### src/rtl/alu_seq_if.sv
// alu_seq_if: request/response and ALU-side bus of the GF(2^m) ALU sequencer.
//   master : requesters + ALU (drive requests, ALU results, compute_done)
//   slave  : the sequencer (drives req_rdy, responses, busy, ALU operands/pulses)
// Signal names match the original alu_seq port list.
interface alu_seq_if #(
    parameter int unsigned DAT_W = 144
);
    logic [1:0]       req_vld;
    logic [1:0]       req_rdy;
    logic [3:0]       req0_typ;
    logic [3:0]       req1_typ;
    logic [DAT_W:0]   req0_o_dat;
    logic [DAT_W:0]   req1_o_dat;
    logic [DAT_W-1:0] req0_t_dat;
    logic [DAT_W-1:0] req1_t_dat;
    logic [DAT_W:0]   req0_mod_dat;
    logic [DAT_W:0]   req1_mod_dat;

    logic [1:0]       rsp_vld;
    logic             rsp_err;
    logic [DAT_W-1:0] rsp_r_dat1;
    logic [DAT_W-1:0] rsp_r_dat2;
    logic             busy;

    logic [3:0]       alu_typ_sel;
    logic             alu_o_sel;
    logic             alu_t_sel;
    logic             alu_mod_sel;
    logic [DAT_W:0]   alu_o_dat;
    logic [DAT_W-1:0] alu_t_dat;
    logic [DAT_W:0]   alu_mod_dat;
    logic [DAT_W-1:0] alu_r_dat1;
    logic [DAT_W-1:0] alu_r_dat2;
    logic             compute_done;

    modport master (
        output req_vld, req0_typ, req1_typ, req0_o_dat, req1_o_dat,
               req0_t_dat, req1_t_dat, req0_mod_dat, req1_mod_dat,
               alu_r_dat1, alu_r_dat2, compute_done,
        input  req_rdy, rsp_vld, rsp_err, rsp_r_dat1, rsp_r_dat2, busy,
               alu_typ_sel, alu_o_sel, alu_t_sel, alu_mod_sel,
               alu_o_dat, alu_t_dat, alu_mod_dat
    );

    modport slave (
        input  req_vld, req0_typ, req1_typ, req0_o_dat, req1_o_dat,
               req0_t_dat, req1_t_dat, req0_mod_dat, req1_mod_dat,
               alu_r_dat1, alu_r_dat2, compute_done,
        output req_rdy, rsp_vld, rsp_err, rsp_r_dat1, rsp_r_dat2, busy,
               alu_typ_sel, alu_o_sel, alu_t_sel, alu_mod_sel,
               alu_o_dat, alu_t_dat, alu_mod_dat
    );
endinterface

### src/rtl/alu_seq.sv
// alu_seq: two-port round-robin sequencer in front of the GF(2^m) polynomial ALU.
// Accepts one operation at a time, issues it with a one-cycle select pulse,
// waits for compute_done (bounded by TMO cycles) and returns both result words
// to the originating port. Illegal opcodes are answered with rsp_err at once.
// Ports:
//   clk    : clock, rising edge
//   rst_b  : asynchronous active-low reset
//   bus    : alu_seq_if.slave (requests, responses, busy, ALU operand/result bus)
module alu_seq #(
    parameter int unsigned DAT_W = 144,
    parameter int unsigned TMO   = 1023
) (
    input  logic     clk,
    input  logic     rst_b,
    alu_seq_if.slave bus
);
    localparam int unsigned CNT_W = $clog2(TMO + 1);

    typedef enum logic [1:0] {IDLE, ISSUE, WAIT, RESP} state_t;

    state_t           state_q, state_d;
    logic             ptr_q, ptr_d;
    logic             port_q, port_d;
    logic [CNT_W-1:0] cnt_q, cnt_d;
    logic [CNT_W-1:0] cnt_inc;
    logic [3:0]       typ_q, typ_d;
    logic [DAT_W:0]   o_q, o_d;
    logic [DAT_W-1:0] t_q, t_d;
    logic [DAT_W:0]   mod_q, mod_d;
    logic             sel_q, sel_d;
    logic             mod_sel_q, mod_sel_d;
    logic [1:0]       rsp_vld_q, rsp_vld_d;
    logic             rsp_err_q, rsp_err_d;
    logic [DAT_W-1:0] r1_q, r1_d;
    logic [DAT_W-1:0] r2_q, r2_d;
    logic             busy_q, busy_d;

    logic [3:0]       in_typ;
    logic [DAT_W:0]   in_o;
    logic [DAT_W-1:0] in_t;
    logic [DAT_W:0]   in_mod;

    function automatic logic op_legal(input logic [3:0] typ);
        return typ inside {4'd1, 4'd2, 4'd3, 4'd5, 4'd6, 4'd7, 4'd8, 4'd9};
    endfunction

    function automatic logic op_needs_mod(input logic [3:0] typ);
        return typ inside {4'd3, 4'd8, 4'd9};
    endfunction

    // Only the pointed-to port is ever offered; no path from req_vld.
    assign bus.req_rdy = (state_q == IDLE) ? (ptr_q ? 2'b10 : 2'b01) : 2'b00;

    always_comb begin
        state_d   = state_q;
        ptr_d     = ptr_q;
        port_d    = port_q;
        cnt_d     = cnt_q;
        typ_d     = typ_q;
        o_d       = o_q;
        t_d       = t_q;
        mod_d     = mod_q;
        sel_d     = 1'b0;
        mod_sel_d = 1'b0;
        rsp_vld_d = 2'b00;
        rsp_err_d = rsp_err_q;
        r1_d      = r1_q;
        r2_d      = r2_q;
        cnt_inc   = cnt_q + 1'b1;
        in_typ    = ptr_q ? bus.req1_typ     : bus.req0_typ;
        in_o      = ptr_q ? bus.req1_o_dat   : bus.req0_o_dat;
        in_t      = ptr_q ? bus.req1_t_dat   : bus.req0_t_dat;
        in_mod    = ptr_q ? bus.req1_mod_dat : bus.req0_mod_dat;

        unique case (state_q)
            IDLE: begin
                if (bus.req_vld[ptr_q]) begin
                    port_d = ptr_q;
                    ptr_d  = ~ptr_q;
                    if (op_legal(in_typ)) begin
                        state_d   = ISSUE;
                        typ_d     = in_typ;
                        o_d       = in_o;
                        t_d       = in_t;
                        mod_d     = in_mod;
                        sel_d     = 1'b1;
                        mod_sel_d = op_needs_mod(in_typ);
                    end else begin
                        state_d   = RESP;
                        rsp_vld_d = ptr_q ? 2'b10 : 2'b01;
                        rsp_err_d = 1'b1;
                        r1_d      = '0;
                        r2_d      = '0;
                    end
                end else if (bus.req_vld[~ptr_q]) begin
                    // Pointed-to port idle: hand the grant over so the other
                    // port is not starved (req_rdy cannot look at req_vld).
                    ptr_d = ~ptr_q;
                end
            end
            ISSUE: begin
                state_d = WAIT;
                cnt_d   = '0;
            end
            WAIT: begin
                if (bus.compute_done) begin
                    state_d   = RESP;
                    rsp_vld_d = port_q ? 2'b10 : 2'b01;
                    rsp_err_d = 1'b0;
                    r1_d      = bus.alu_r_dat1;
                    r2_d      = bus.alu_r_dat2;
                end else if (cnt_inc == CNT_W'(TMO)) begin
                    // Count would reach TMO this cycle: WAIT has lasted TMO cycles.
                    state_d   = RESP;
                    rsp_vld_d = port_q ? 2'b10 : 2'b01;
                    rsp_err_d = 1'b1;
                    r1_d      = '0;
                    r2_d      = '0;
                end else begin
                    cnt_d = cnt_inc;
                end
            end
            RESP: begin
                state_d = IDLE;
            end
            default: state_d = IDLE;
        endcase

        busy_d = (state_d != IDLE);
    end

    always_ff @(posedge clk or negedge rst_b) begin
        if (!rst_b) begin
            state_q   <= IDLE;
            ptr_q     <= 1'b0;
            port_q    <= 1'b0;
            cnt_q     <= '0;
            typ_q     <= '0;
            o_q       <= '0;
            t_q       <= '0;
            mod_q     <= '0;
            sel_q     <= 1'b0;
            mod_sel_q <= 1'b0;
            rsp_vld_q <= '0;
            rsp_err_q <= 1'b0;
            r1_q      <= '0;
            r2_q      <= '0;
            busy_q    <= 1'b0;
        end else begin
            state_q   <= state_d;
            ptr_q     <= ptr_d;
            port_q    <= port_d;
            cnt_q     <= cnt_d;
            typ_q     <= typ_d;
            o_q       <= o_d;
            t_q       <= t_d;
            mod_q     <= mod_d;
            sel_q     <= sel_d;
            mod_sel_q <= mod_sel_d;
            rsp_vld_q <= rsp_vld_d;
            rsp_err_q <= rsp_err_d;
            r1_q      <= r1_d;
            r2_q      <= r2_d;
            busy_q    <= busy_d;
        end
    end

    assign bus.alu_typ_sel = typ_q;
    assign bus.alu_o_sel   = sel_q;
    assign bus.alu_t_sel   = sel_q;
    assign bus.alu_mod_sel = mod_sel_q;
    assign bus.alu_o_dat   = o_q;
    assign bus.alu_t_dat   = t_q;
    assign bus.alu_mod_dat = mod_q;
    assign bus.rsp_vld     = rsp_vld_q;
    assign bus.rsp_err     = rsp_err_q;
    assign bus.rsp_r_dat1  = r1_q;
    assign bus.rsp_r_dat2  = r2_q;
    assign bus.busy        = busy_q;
endmodule

### src/flat_wrapper.sv
// flat-port wrapper written by rule: the top's interface ports become plain ports
module alu_seq_flat 
#(
    parameter int unsigned DAT_W = 144,
    parameter int unsigned TMO   = 1023
)
  (clk, rst_b, bus_req_vld, bus_req0_typ, bus_req1_typ, bus_req0_o_dat, bus_req1_o_dat, bus_req0_t_dat, bus_req1_t_dat, bus_req0_mod_dat, bus_req1_mod_dat, bus_alu_r_dat1, bus_alu_r_dat2, bus_compute_done, bus_req_rdy, bus_rsp_vld, bus_rsp_err, bus_rsp_r_dat1, bus_rsp_r_dat2, bus_busy, bus_alu_typ_sel, bus_alu_o_sel, bus_alu_t_sel, bus_alu_mod_sel, bus_alu_o_dat, bus_alu_t_dat, bus_alu_mod_dat);
  alu_seq_if #(.DAT_W(DAT_W)) bus_i ();
  input  logic clk;
  input  logic rst_b;
  input wire logic [$bits(bus_i.req_vld)-1:0] bus_req_vld;
  input wire logic [$bits(bus_i.req0_typ)-1:0] bus_req0_typ;
  input wire logic [$bits(bus_i.req1_typ)-1:0] bus_req1_typ;
  input wire logic [$bits(bus_i.req0_o_dat)-1:0] bus_req0_o_dat;
  input wire logic [$bits(bus_i.req1_o_dat)-1:0] bus_req1_o_dat;
  input wire logic [$bits(bus_i.req0_t_dat)-1:0] bus_req0_t_dat;
  input wire logic [$bits(bus_i.req1_t_dat)-1:0] bus_req1_t_dat;
  input wire logic [$bits(bus_i.req0_mod_dat)-1:0] bus_req0_mod_dat;
  input wire logic [$bits(bus_i.req1_mod_dat)-1:0] bus_req1_mod_dat;
  input wire logic [$bits(bus_i.alu_r_dat1)-1:0] bus_alu_r_dat1;
  input wire logic [$bits(bus_i.alu_r_dat2)-1:0] bus_alu_r_dat2;
  input wire logic [$bits(bus_i.compute_done)-1:0] bus_compute_done;
  output wire logic [$bits(bus_i.req_rdy)-1:0] bus_req_rdy;
  output wire logic [$bits(bus_i.rsp_vld)-1:0] bus_rsp_vld;
  output wire logic [$bits(bus_i.rsp_err)-1:0] bus_rsp_err;
  output wire logic [$bits(bus_i.rsp_r_dat1)-1:0] bus_rsp_r_dat1;
  output wire logic [$bits(bus_i.rsp_r_dat2)-1:0] bus_rsp_r_dat2;
  output wire logic [$bits(bus_i.busy)-1:0] bus_busy;
  output wire logic [$bits(bus_i.alu_typ_sel)-1:0] bus_alu_typ_sel;
  output wire logic [$bits(bus_i.alu_o_sel)-1:0] bus_alu_o_sel;
  output wire logic [$bits(bus_i.alu_t_sel)-1:0] bus_alu_t_sel;
  output wire logic [$bits(bus_i.alu_mod_sel)-1:0] bus_alu_mod_sel;
  output wire logic [$bits(bus_i.alu_o_dat)-1:0] bus_alu_o_dat;
  output wire logic [$bits(bus_i.alu_t_dat)-1:0] bus_alu_t_dat;
  output wire logic [$bits(bus_i.alu_mod_dat)-1:0] bus_alu_mod_dat;
  assign bus_i.req_vld = bus_req_vld;
  assign bus_i.req0_typ = bus_req0_typ;
  assign bus_i.req1_typ = bus_req1_typ;
  assign bus_i.req0_o_dat = bus_req0_o_dat;
  assign bus_i.req1_o_dat = bus_req1_o_dat;
  assign bus_i.req0_t_dat = bus_req0_t_dat;
  assign bus_i.req1_t_dat = bus_req1_t_dat;
  assign bus_i.req0_mod_dat = bus_req0_mod_dat;
  assign bus_i.req1_mod_dat = bus_req1_mod_dat;
  assign bus_i.alu_r_dat1 = bus_alu_r_dat1;
  assign bus_i.alu_r_dat2 = bus_alu_r_dat2;
  assign bus_i.compute_done = bus_compute_done;
  assign bus_req_rdy = bus_i.req_rdy;
  assign bus_rsp_vld = bus_i.rsp_vld;
  assign bus_rsp_err = bus_i.rsp_err;
  assign bus_rsp_r_dat1 = bus_i.rsp_r_dat1;
  assign bus_rsp_r_dat2 = bus_i.rsp_r_dat2;
  assign bus_busy = bus_i.busy;
  assign bus_alu_typ_sel = bus_i.alu_typ_sel;
  assign bus_alu_o_sel = bus_i.alu_o_sel;
  assign bus_alu_t_sel = bus_i.alu_t_sel;
  assign bus_alu_mod_sel = bus_i.alu_mod_sel;
  assign bus_alu_o_dat = bus_i.alu_o_dat;
  assign bus_alu_t_dat = bus_i.alu_t_dat;
  assign bus_alu_mod_dat = bus_i.alu_mod_dat;
  alu_seq #(.DAT_W(DAT_W), .TMO(TMO)) u_core (.clk(clk), .rst_b(rst_b), .bus(bus_i));
endmodule
### config.mk
export PLATFORM = sky130hd
export DESIGN_NAME = alu_seq_flat
export DESIGN_NICKNAME = d
export VERILOG_FILES = /design/src/rtl/alu_seq_if.sv /design/src/rtl/alu_seq.sv /design/src/flat_wrapper.sv
export SDC_FILE = /design/constraint.sdc
export NUM_CORES = 1
export LEC_CHECK = 0
export CAP_MARGIN = 20
export CORE_AREA = 5 5 731 733
export CTS_CLUSTER_SIZE = 28
export DETAILED_ROUTE_END_ITERATION = 10
export DIE_AREA = 0 0 736 738
export GPL_TIMING_DRIVEN = 1
export RECOVER_POWER = 25
export SLEW_MARGIN = 20
export SYNTH_ARGS = -nofsm -noshare
export SYNTH_HDL_FRONTEND = slang
export SYNTH_SLANG_ARGS = --single-unit
### constraint.sdc
create_clock -name clk -period 3.9 [get_ports clk]
set_clock_uncertainty 0.15 [all_clocks]
set_input_delay 0.78 -clock clk [delete_from_list [all_inputs] [get_ports clk]]
set_output_delay 0.78 -clock clk [all_outputs]
set_load 0.03 [all_outputs]
* Yosys cells after proc, flatten, opt, wreduce, memory -nomap -nowiden
Cells that the tools add are included.
Widths: inputs -> output; s select.
** Word-level totals
- Register bits after elaboration :: 746
- Bits in latches :: 0
- Bits in writable memories :: 0
- Memory bits (read-only) :: 0
- Input port bits :: 1169
- Output and inout bits :: 735
- Memories :: 0
** Operators by class
- Add/sub/neg operators :: 1
- $mul :: 0
- Div/mod/pow operators :: 0
- Magnitude comparators :: 2
- Equality and inequality tests :: 17
- Shifts and indexed selects :: 0
- Multiplexer cells :: 44
- Bitwise logic cells :: 1
- Reductions and logical operators :: 12
** Operators by type and width (count)
- $mux 144 :: 6
- $pmux 144 s2 :: 2
- $mux 145 :: 2
- $mux 2 :: 11
- $mux 10 :: 2
- $pmux 10 s2 :: 1
- $mux 1 :: 16
- $eq 4x3->1 const B :: 3
- $add 10x1->10 const B :: 1
- $eq 10x10->1 const B :: 1
- $eq 4x2->1 const B :: 2
- $eq 4x4->1 const B :: 2
- $ne 2x2->1 const B :: 4
- $pmux 2 s4 :: 1
- $reduce_bool 2->1 :: 4
- $reduce_bool 8->1 :: 1
- $reduce_and 3->1 :: 2
- $eq 2x2->1 const B :: 2
- $eq 4x1->1 const B :: 1
- $lt 1x2->1 const B :: 2
- $mux 4 :: 1
- $pmux 2 s2 :: 1
- $reduce_and 2->1 :: 2
- $reduce_and 4->1 :: 1
- other kinds (6) :: 6

* Longest topological paths before layout
Gate-level depths: netlist of the first run.
- Depth in word-level cells :: 7
- Gate-level depth with buffers :: 10
- Gate-level depth less buffers :: 8

* Worst setup path before layout of the first run
OpenSTA, ideal clock, no wires.
- Path kind :: input -> register
- Start point :: in bus_req0_typ[2]
- End point :: reg u_core.mod_q[0] (netlist: u_core.bus.alu_mod_dat[0])
- Arrival time :: 2.165 ns
- Data required time :: 3.613 ns
- Slack :: 1.448 ns
- Cell stages on the path :: 7
- Buffers on the path :: 3
- Cells stage by stage :: o32ai_1 > o21ai_1 > nor2_1 > buf_2 > clkbuf_1 > clkbuf_1 > a21oi_1
** Between the ends
- Longest elaborated chain between the ends :: 4
** Ends and longest elaborated chain
- start: declaration :: RTL line flat_wrapper.sv:12 : input wire logic [$bits(bus_i.req0_typ)-1:0] bus_req0_typ;
- $mux 4 * :: RTL line alu_seq.sv:70 : in_typ = ptr_q ? bus.req1_typ : bus.req0_typ;
- $eq 4x1->1, or another cell as far along :: RTL line alu_seq.sv:44 : return typ inside {4'd1, 4'd2, 4'd3, 4'd5, 4'd6, 4'd7, 4'd8, 4'd9};
- $reduce_bool 8->1 * :: RTL line alu_seq.sv:44
- $reduce_and 3->1 (no source line) *
- end signal: assignment :: RTL line alu_seq.sv:157 : mod_q <= mod_d;
- end: declaration :: RTL line alu_seq.sv:29 : logic [DAT_W:0] mod_q, mod_d;
Mark *: on every way between the ends. The rest lies on a longest branch, timed or not.
A chain may end at the register's enable or synchronous reset.

==> results of run 1 <==
[layout make-up]
class / instances / area share
Antenna cell: 155 / 0.00616
Clock buffer: 132 / 0.0435
Clock inverter: 42 / 0.00858
Inverter: 7 / 0.000417
Multi-Input combinational cell: 1703 / 0.182
Sequential cell: 746 / 0.296
Tap cell: 6994 / 0.139
Timing Repair Buffer: 2049 / 0.324
[sequential cells by signal, summed over array words and instances, names as in the netlist, 2 cells and up]
name,count
u_core.bus.alu_mod_dat,145
u_core.bus.alu_o_dat,145
u_core.bus.alu_t_dat,144
u_core.bus.rsp_r_dat1,144
u_core.bus.rsp_r_dat2,144
u_core.cnt_q,10
u_core.bus.alu_typ_sel,4
u_core.bus.rsp_vld,2
u_core.state_q,2
[final timing paths]
| check | startpoint | to | slack, ps | depth (start not counted) |
|---|---|---|---|---|
| min in group asynchronous | rst_b | u_core.bus.alu_t_dat[123] | 1010 | 2 |
| worst max register to register | u_core.ptr_q | u_core.bus.alu_t_dat[34] | 690 | 8 |
| worst min register to register | u_core.bus.rsp_r_dat1[25] | u_core.bus.rsp_r_dat1[25] | 350 | 1 |
| worst min-delay path | u_core.bus.rsp_r_dat1[25] | u_core.bus.rsp_r_dat1[25] | 350 | 1 |
| worst max-delay path | rst_b | u_core.bus.alu_mod_dat[36] | 530 | 4 |
| max in group clk | u_core.bus.alu_mod_dat[3] | bus_alu_mod_dat[3] | 570 | 1 |
[what timing repair did]
item                      CTS  global route
hold endpoints to repair   32             0
hold buffers                1             0
resized for setup           0             0
[synthesized netlist by cell type, types with 7 or more instances]
cell	instances	area [sq um]
sky130_fd_sc_hd__buf_1	8	30.0
sky130_fd_sc_hd__dfrtp_1	746	18700
sky130_fd_sc_hd__nand2_1	8	30.0
sky130_fd_sc_hd__a21oi_1	449	2250
sky130_fd_sc_hd__mux2i_1	439	4390
sky130_fd_sc_hd__clkbuf_1	127	477
sky130_fd_sc_hd__o21ai_0	7	35.0
sky130_fd_sc_hd__a22o_1	288	2520
sky130_fd_sc_hd__nand3_1	9	45.0
sky130_fd_sc_hd__inv_1	7	26.3
sky130_fd_sc_hd__nor2_1	447	1680
sky130_fd_sc_hd__buf_6	24	270
sky130_fd_sc_hd__buf_2	53	265
[kinds of logic (layout without fill, tap and decap cells)]
family	after synthesis	in the layout	synth area share
compound gates	758	758	0.158
flops	746	746	0.599
simple gates	492	492	0.0622
mux	442	442	0.142
buf+inv	222	2230	0.0350
xor+xnor	6	6	0.00169
fa+ha+maj	5	5	0.00201
other cells	0	155	0
[per-stage QoR]
stage / util / power [mW] / instances / cell area, sq um
global route: 0.119 / 54.9 / 11700 / 62700
floorplan: - / 27.7 / 2671 / 31200
detailed placement: 0.113 / 43.3 / 11500 / 59400
CTS: 0.119 / 53.4 / 11700 / 62700
finish: 0.120 / 52.6 / 11800 / 63000
global placement: 0.113 / 43.1 / 11500 / 59400
[cell usage in the layout, fill, tap and decap left out, types with 4 or more instances in the layout]
cell type                         synthesis  final
sky130_fd_sc_hd__nand2_1                  8      8
sky130_fd_sc_hd__xnor2_1                  5      5
sky130_fd_sc_hd__clkbuf_8                 0     10
sky130_fd_sc_hd__inv_6                    0      5
sky130_fd_sc_hd__nand3_1                  9      9
sky130_fd_sc_hd__clkinv_2                 0      9
sky130_fd_sc_hd__a21oi_1                449    448
sky130_fd_sc_hd__buf_12                   0     35
sky130_fd_sc_hd__ha_1                     5      5
sky130_fd_sc_hd__clkbuf_2                 0      8
sky130_fd_sc_hd__a22o_1                 288    288
sky130_fd_sc_hd__nand2b_1                 4      4
sky130_fd_sc_hd__nor3_1                   5      5
sky130_fd_sc_hd__mux2i_1                439    439
sky130_fd_sc_hd__inv_1                    7      7
sky130_fd_sc_hd__clkbuf_16                0    101
sky130_fd_sc_hd__clkinvlp_4               0     11
sky130_fd_sc_hd__diode_2                  0    155
sky130_fd_sc_hd__clkbuf_1               127     39
sky130_fd_sc_hd__clkinv_4                 0      4
sky130_fd_sc_hd__o21ai_0                  7      7
sky130_fd_sc_hd__dfrtp_1                746    745
sky130_fd_sc_hd__nor2_1                 447    446
sky130_fd_sc_hd__clkdlybuf4s50_1          0   1885
sky130_fd_sc_hd__buf_4                    3     98
sky130_fd_sc_hd__bufinv_16                0      9
[per-layer routing]
metal  up-vias  part of all wire  track usage
met3      1021              0.16        0.105
met2      2581              0.42        0.219
met5         -            0.0047            0
li1      13700                 -            -
met4       292             0.062       0.0708
met1     15800              0.35        0.150
[where the power goes]
part / switching (mW) / internal [mW] / leakage (nW) / total, mW
sequential: 2.39 / 11.2 / 8.86 / 13.6
combinational: 18.4 / 11.0 / 13.6 / 29.4
clock: 4.12 / 5.55 / 1.58 / 9.68
total: 24.9 / 27.8 / 24.1 / 52.6
==> results.txt, run 1 <==
- Buffers inserted during clock tree synthesis total 101.
- Slew of the pin with the lowest slew margin: 2590 ps
- The total area inside the core boundary comes to 527000 sq um.
* CTS clk-pin slew, worst paths: 60 ps
- Of the cells placed in the final design, the portion with a size suffix greater than 1 is 0.0663.
- Die ar.: 543000 sq um
* Worst-case headroom to the max-slew limit: -0.728
* Number of cells produced by synthesis: 2671
- The die is 736 um wide.
- After detailed routing, the average wire length per cell comes to 35.0 um.
* Total Wirelength: 414000 um
- STA classifies the critical path endpoint as an asynchronous set/reset pin.
- Total power density per cell area: 835 nW/um^2
- The first detailed-routing pass ran for 7 iterations.
* Leakage power: 24.1 nW
- The worst-case IR drop observed on VDD is 0.572 mV.
- Worst slack on hold paths: 348 ps
- Clock Tree Buf Depth: 4
- CTS sink count: 746
* Number of distinct standard cells referenced by the synthesized netlist: 42
- Synthesized area per cell: 11.7 sq um
* Post-detailed-placement half-perimeter wirelength: 374000 um
- Violated checks: capacitance limit, slew limit
- Wire length of the first global-routing pass: 481000 um
- The initialized floorplan defines 267 standard-cell rows.
- The share of the Yosys chip area taken by registers is 0.599.
- Among all flip-flop cells after synthesis, the most frequent one is sky130_fd_sc_hd__dfrtp_1.
* Fin crit share: 0.865
- The count of buffers added on input and output ports is 1903.
- Worst setup path class: in2async
- Layout Area Growth over Synthesis: 102%
* Residual overflow from global routing: 0
- Summing all multi-input logic gate instances after layout gives 11400 sq um.
- The Yosys step of the flow raised 0 warnings.
- The count of nets left with antenna violations once routing finished came out at 0.
- Among all stages on the critical path, the largest delay is contributed by sky130_fd_sc_hd__clkbuf_2.
- At the end of the flow, the number of nets in the layout was 5782.
- TritonCTS built the clock tree.
- The count of final max-slew check failures was 51.
- RD Place Congestion: 0.952
- Maximum number of pins on one net before global-route repair: 112
- RSZ-0062 raised after global routing: false
- The number of antenna violations at the first check in global routing came to 486.
- Post-synth EDFFs: 0
- The critical path contains buffers and inverters numbering 4 combined.
- In this run the post-CTS setup repair buffer count came out at 0.
- Initial core utilization: 0.0591
- Via total after detailed routing: 33400
* Worst min-delay path class: reg2reg
- Registers take 18700 sq um.
- CTS root buffer: sky130_fd_sc_hd__clkbuf_16
- Max Clk Rate: 0.296 GHz
- Vias per std cell: 2.82
- Clock period minus final worst setup slack: 3370 ps
* Count of unresolved DRC violations after routing: 0
- After synthesis the netlist holds a flip-flop and latch count of 746.
* Arrival time of the worst setup path: 4110 ps
- The die is 738 um tall.
- The worst setup path is launched from an input port.
- Final TNS setup: 0 ps
- Clock latency on the worst-skew pair, taken at its later pin, is 850 ps.
* Via count of the first global-routing pass: 31400
* Cell family with most CP delay: buffers and inverters
* List of cells traversed by the critical path: dlygate4sd3_1, clkbuf_2, buf_12, clkbuf_4
* Clock H-tree levels: 3
- Crit-path max FO: 54
- Fillers: 60100
- Number of violations of the max-capacitance limit: 1
- Setup WS pre-CTS: 350 ps
- Endpoints failing hold: 0
- Worst EP required: 4630 ps
- Cell area after synthesis: 31200 sq um
* Proportion of synthesized flip-flops having asynchronous set or reset: 1.00
* Slack of the critical path: 526 ps
* Number of I/O pins: 1904
- Initial DRC count: 2751
* # setup viols final: 0
* Result of the run: finished with violations
- For this run, the slowest stage of the critical path takes 1680 ps.
- Overall global routing resource usage: 0.145
- Net count after synthesis: 3845
No activity file was read; power rests on OpenSTA's default activity.
==> inputs of run 2 (changes only) <==
- PLACE_DENSITY: not set -> 0.3
==> results.txt, run 2 (synthesis results as in run 1) <==
* Leading cell type in the layout, fill and taps excluded: sky130_fd_sc_hd__clkdlybuf4s50_1
- Residual overflow from global routing: 0
- Maximum number of pins on one net before global-route repair: 101
- The first global-routing pass estimated 452000 um of wire.
- Max Clk Rate: 0.274 GHz
- Dividing total power by cell area gives a power density of 841 nW/um^2.
* Die span in x: 736 um
* Layout Area Growth over Synthesis: 102%
- Nets@finish: 5763
* Total Wirelength: 378000 um
* Worst path bufs/invs: 2
* Via count of the first global-routing pass: 32700
* Worst Hold Launch: bus_alu_r_dat1[140]
- The wire-length estimate of the detail-placed layout is 335000 um.
- In the routed design, unresolved DRC markers number 0.
- Dividing the final minimum period by the clock period gives 0.937.
* Violated checks: capacitance limit, slew limit
- The detailed router finished its first iteration with 1953 violations.
- Worst EP required: 2970 ps
* Initial core utilization: 0.0591
- Num rows: 267
- First-pass detailed-route iteration total: 6
- CTS sink count: 746
* CTS clk-pin slew, worst paths: 60 ps
- Leakage power: 24.1 nW
- In the layout the commonest cells are sky130_fd_sc_hd__clkdlybuf4s50_1 (1889), sky130_fd_sc_hd__dfrtp_1 (745), sky130_fd_sc_hd__a21oi_1 (448), sky130_fd_sc_hd__nor2_1 (446), sky130_fd_sc_hd__mux2i_1 (439).
- Kind of end point of the critical path: primary output
* Slew of the pin with the lowest slew margin: 2340 ps
- Worst-case headroom to the max-slew limit: -0.560
- Clock Tree Buf Depth: 4
- IO buf count: 1903
- The critical path starts at u_core.state_q[0].
* CTS root buffer: sky130_fd_sc_hd__clkbuf_16
* Core box area: 527000 sq um
* Final TNS setup: 0 ps
- Critical Path Source Type: flop
* # setup viols final: 0
- Chip Height: 738 um
* Maximum vdd ir drop: 0.457 mV
- STA puts the critical path data arrival time at 2720 ps.
- TritonCTS built the clock tree.
* Clock period minus final worst setup slack: 3650 ps
* Cell family with most CP delay: buffers and inverters
- Initial antenna violation count: 428
- Final Max Slew Viols: 59
- Number of violations of the max-capacitance limit: 1
- In this run the critical register-to-register path is launched from u_core.ptr_q.
* Endpoints failing hold: 0
- List of cells traversed by the critical path: inv_1, ha_1, nor2b_1, clkdlybuf4s50_1
- Wirelength per Cell: 32.0 um
* Worst min-delay path class: in2reg
- Worst slack on hold paths: 335 ps
- Via total after detailed routing: 32400
- Clock insertion delay at the later pin of the skew report: 900 ps
* Clock H-tree levels: 3
- Number of I/O pins: 1904
- Setup repair after global routing left no endpoint under its margin.
* Worst setup path class: reg2out
- On the critical path, the stage with the largest delay is an instance of sky130_fd_sc_hd__clkdlybuf4s50_1.
- Routability-driven placement finished with a final weighted congestion of 1.01.
- Crit-path max FO: 4
* Number of gates given a new drive strength after cts: 0
* TritonCTS Buffers: 113
- Buffer count from post-CTS setup fixing: 0
* Worst stage delay on the critical path: 840 ps
* Vias per std cell: 2.75
- Across every metal layer, demand over resource in global routing totals 0.133.
- Number of nets still failing antenna checks after routing: 0
- Hold-fix buffer count after cts: 1
- The run finished, with violations left.
- Of the cells placed in the final design, the portion with a size suffix greater than 1 is 0.0625.
- Die ar.: 543000 sq um
[run 2: area by class of cell]
cell class,count,area [sq um]
Clock inverter,39,380
Multi-Input combinational cell,1703,11400
Timing Repair Buffer,2018,20100
Clock buffer,161,3230
Antenna cell,134,335
Sequential cell,746,18700
Fill cell,60100,464000
Tap cell,6994,8750
Inverter,7,26.3
[run 2: final timing paths]
kind / end / slack (ps) / cells after the start
min in group asynchronous: u_core.bus.rsp_r_dat2[34] / 950 / 2
worst min-delay path: u_core.bus.rsp_r_dat1[140] / 330 / 2
worst max register to register: u_core.bus.rsp_r_dat1[92] / 700 / 8
worst max-delay path: bus_req_rdy[0] / 250 / 4
worst min register to register: u_core.bus.rsp_r_dat1[44] / 350 / 1
max in group asynchronous: u_core.bus.alu_t_dat[115] / 490 / 4
[run 2: per-layer routing]
| layer | share of wire | vias up | global-route usage |
|---|---|---|---|
| met3 | 0.15 | 798 | 0.0847 |
| met1 | 0.35 | 15500 | 0.140 |
| met4 | 0.053 | 246 | 0.0572 |
| li1 | - | 13600 | - |
| met2 | 0.44 | 2226 | 0.210 |
| met5 | 0.0058 | - | 0 |
[run 2: report_power, final]
part           internal (mW)  switching (mW)
logic                   10.8            18.3
registers               11.2            2.28
clock network           5.98            4.35
[run 2: through the flow]
| stage | util | instances | area [sq um] | power (mW) | worst slack (ps) |
|---|---|---|---|---|---|
| 6_report | 0.119 | 11800 | 62900 | 52.9 | 247 |
| 5_1_grt | 0.119 | 11700 | 62700 | 55.7 | 107 |
| 4_1_cts | 0.119 | 11700 | 62800 | 54.3 | 99.6 |
| 3_5_place_dp | 0.112 | 11500 | 59200 | 43.3 | 94.5 |
| 3_3_place_gp | 0.112 | 11500 | 59200 | 43.3 | 55.0 |
| 2_1_floorplan | - | 2671 | 31200 | 27.7 | 1450 |
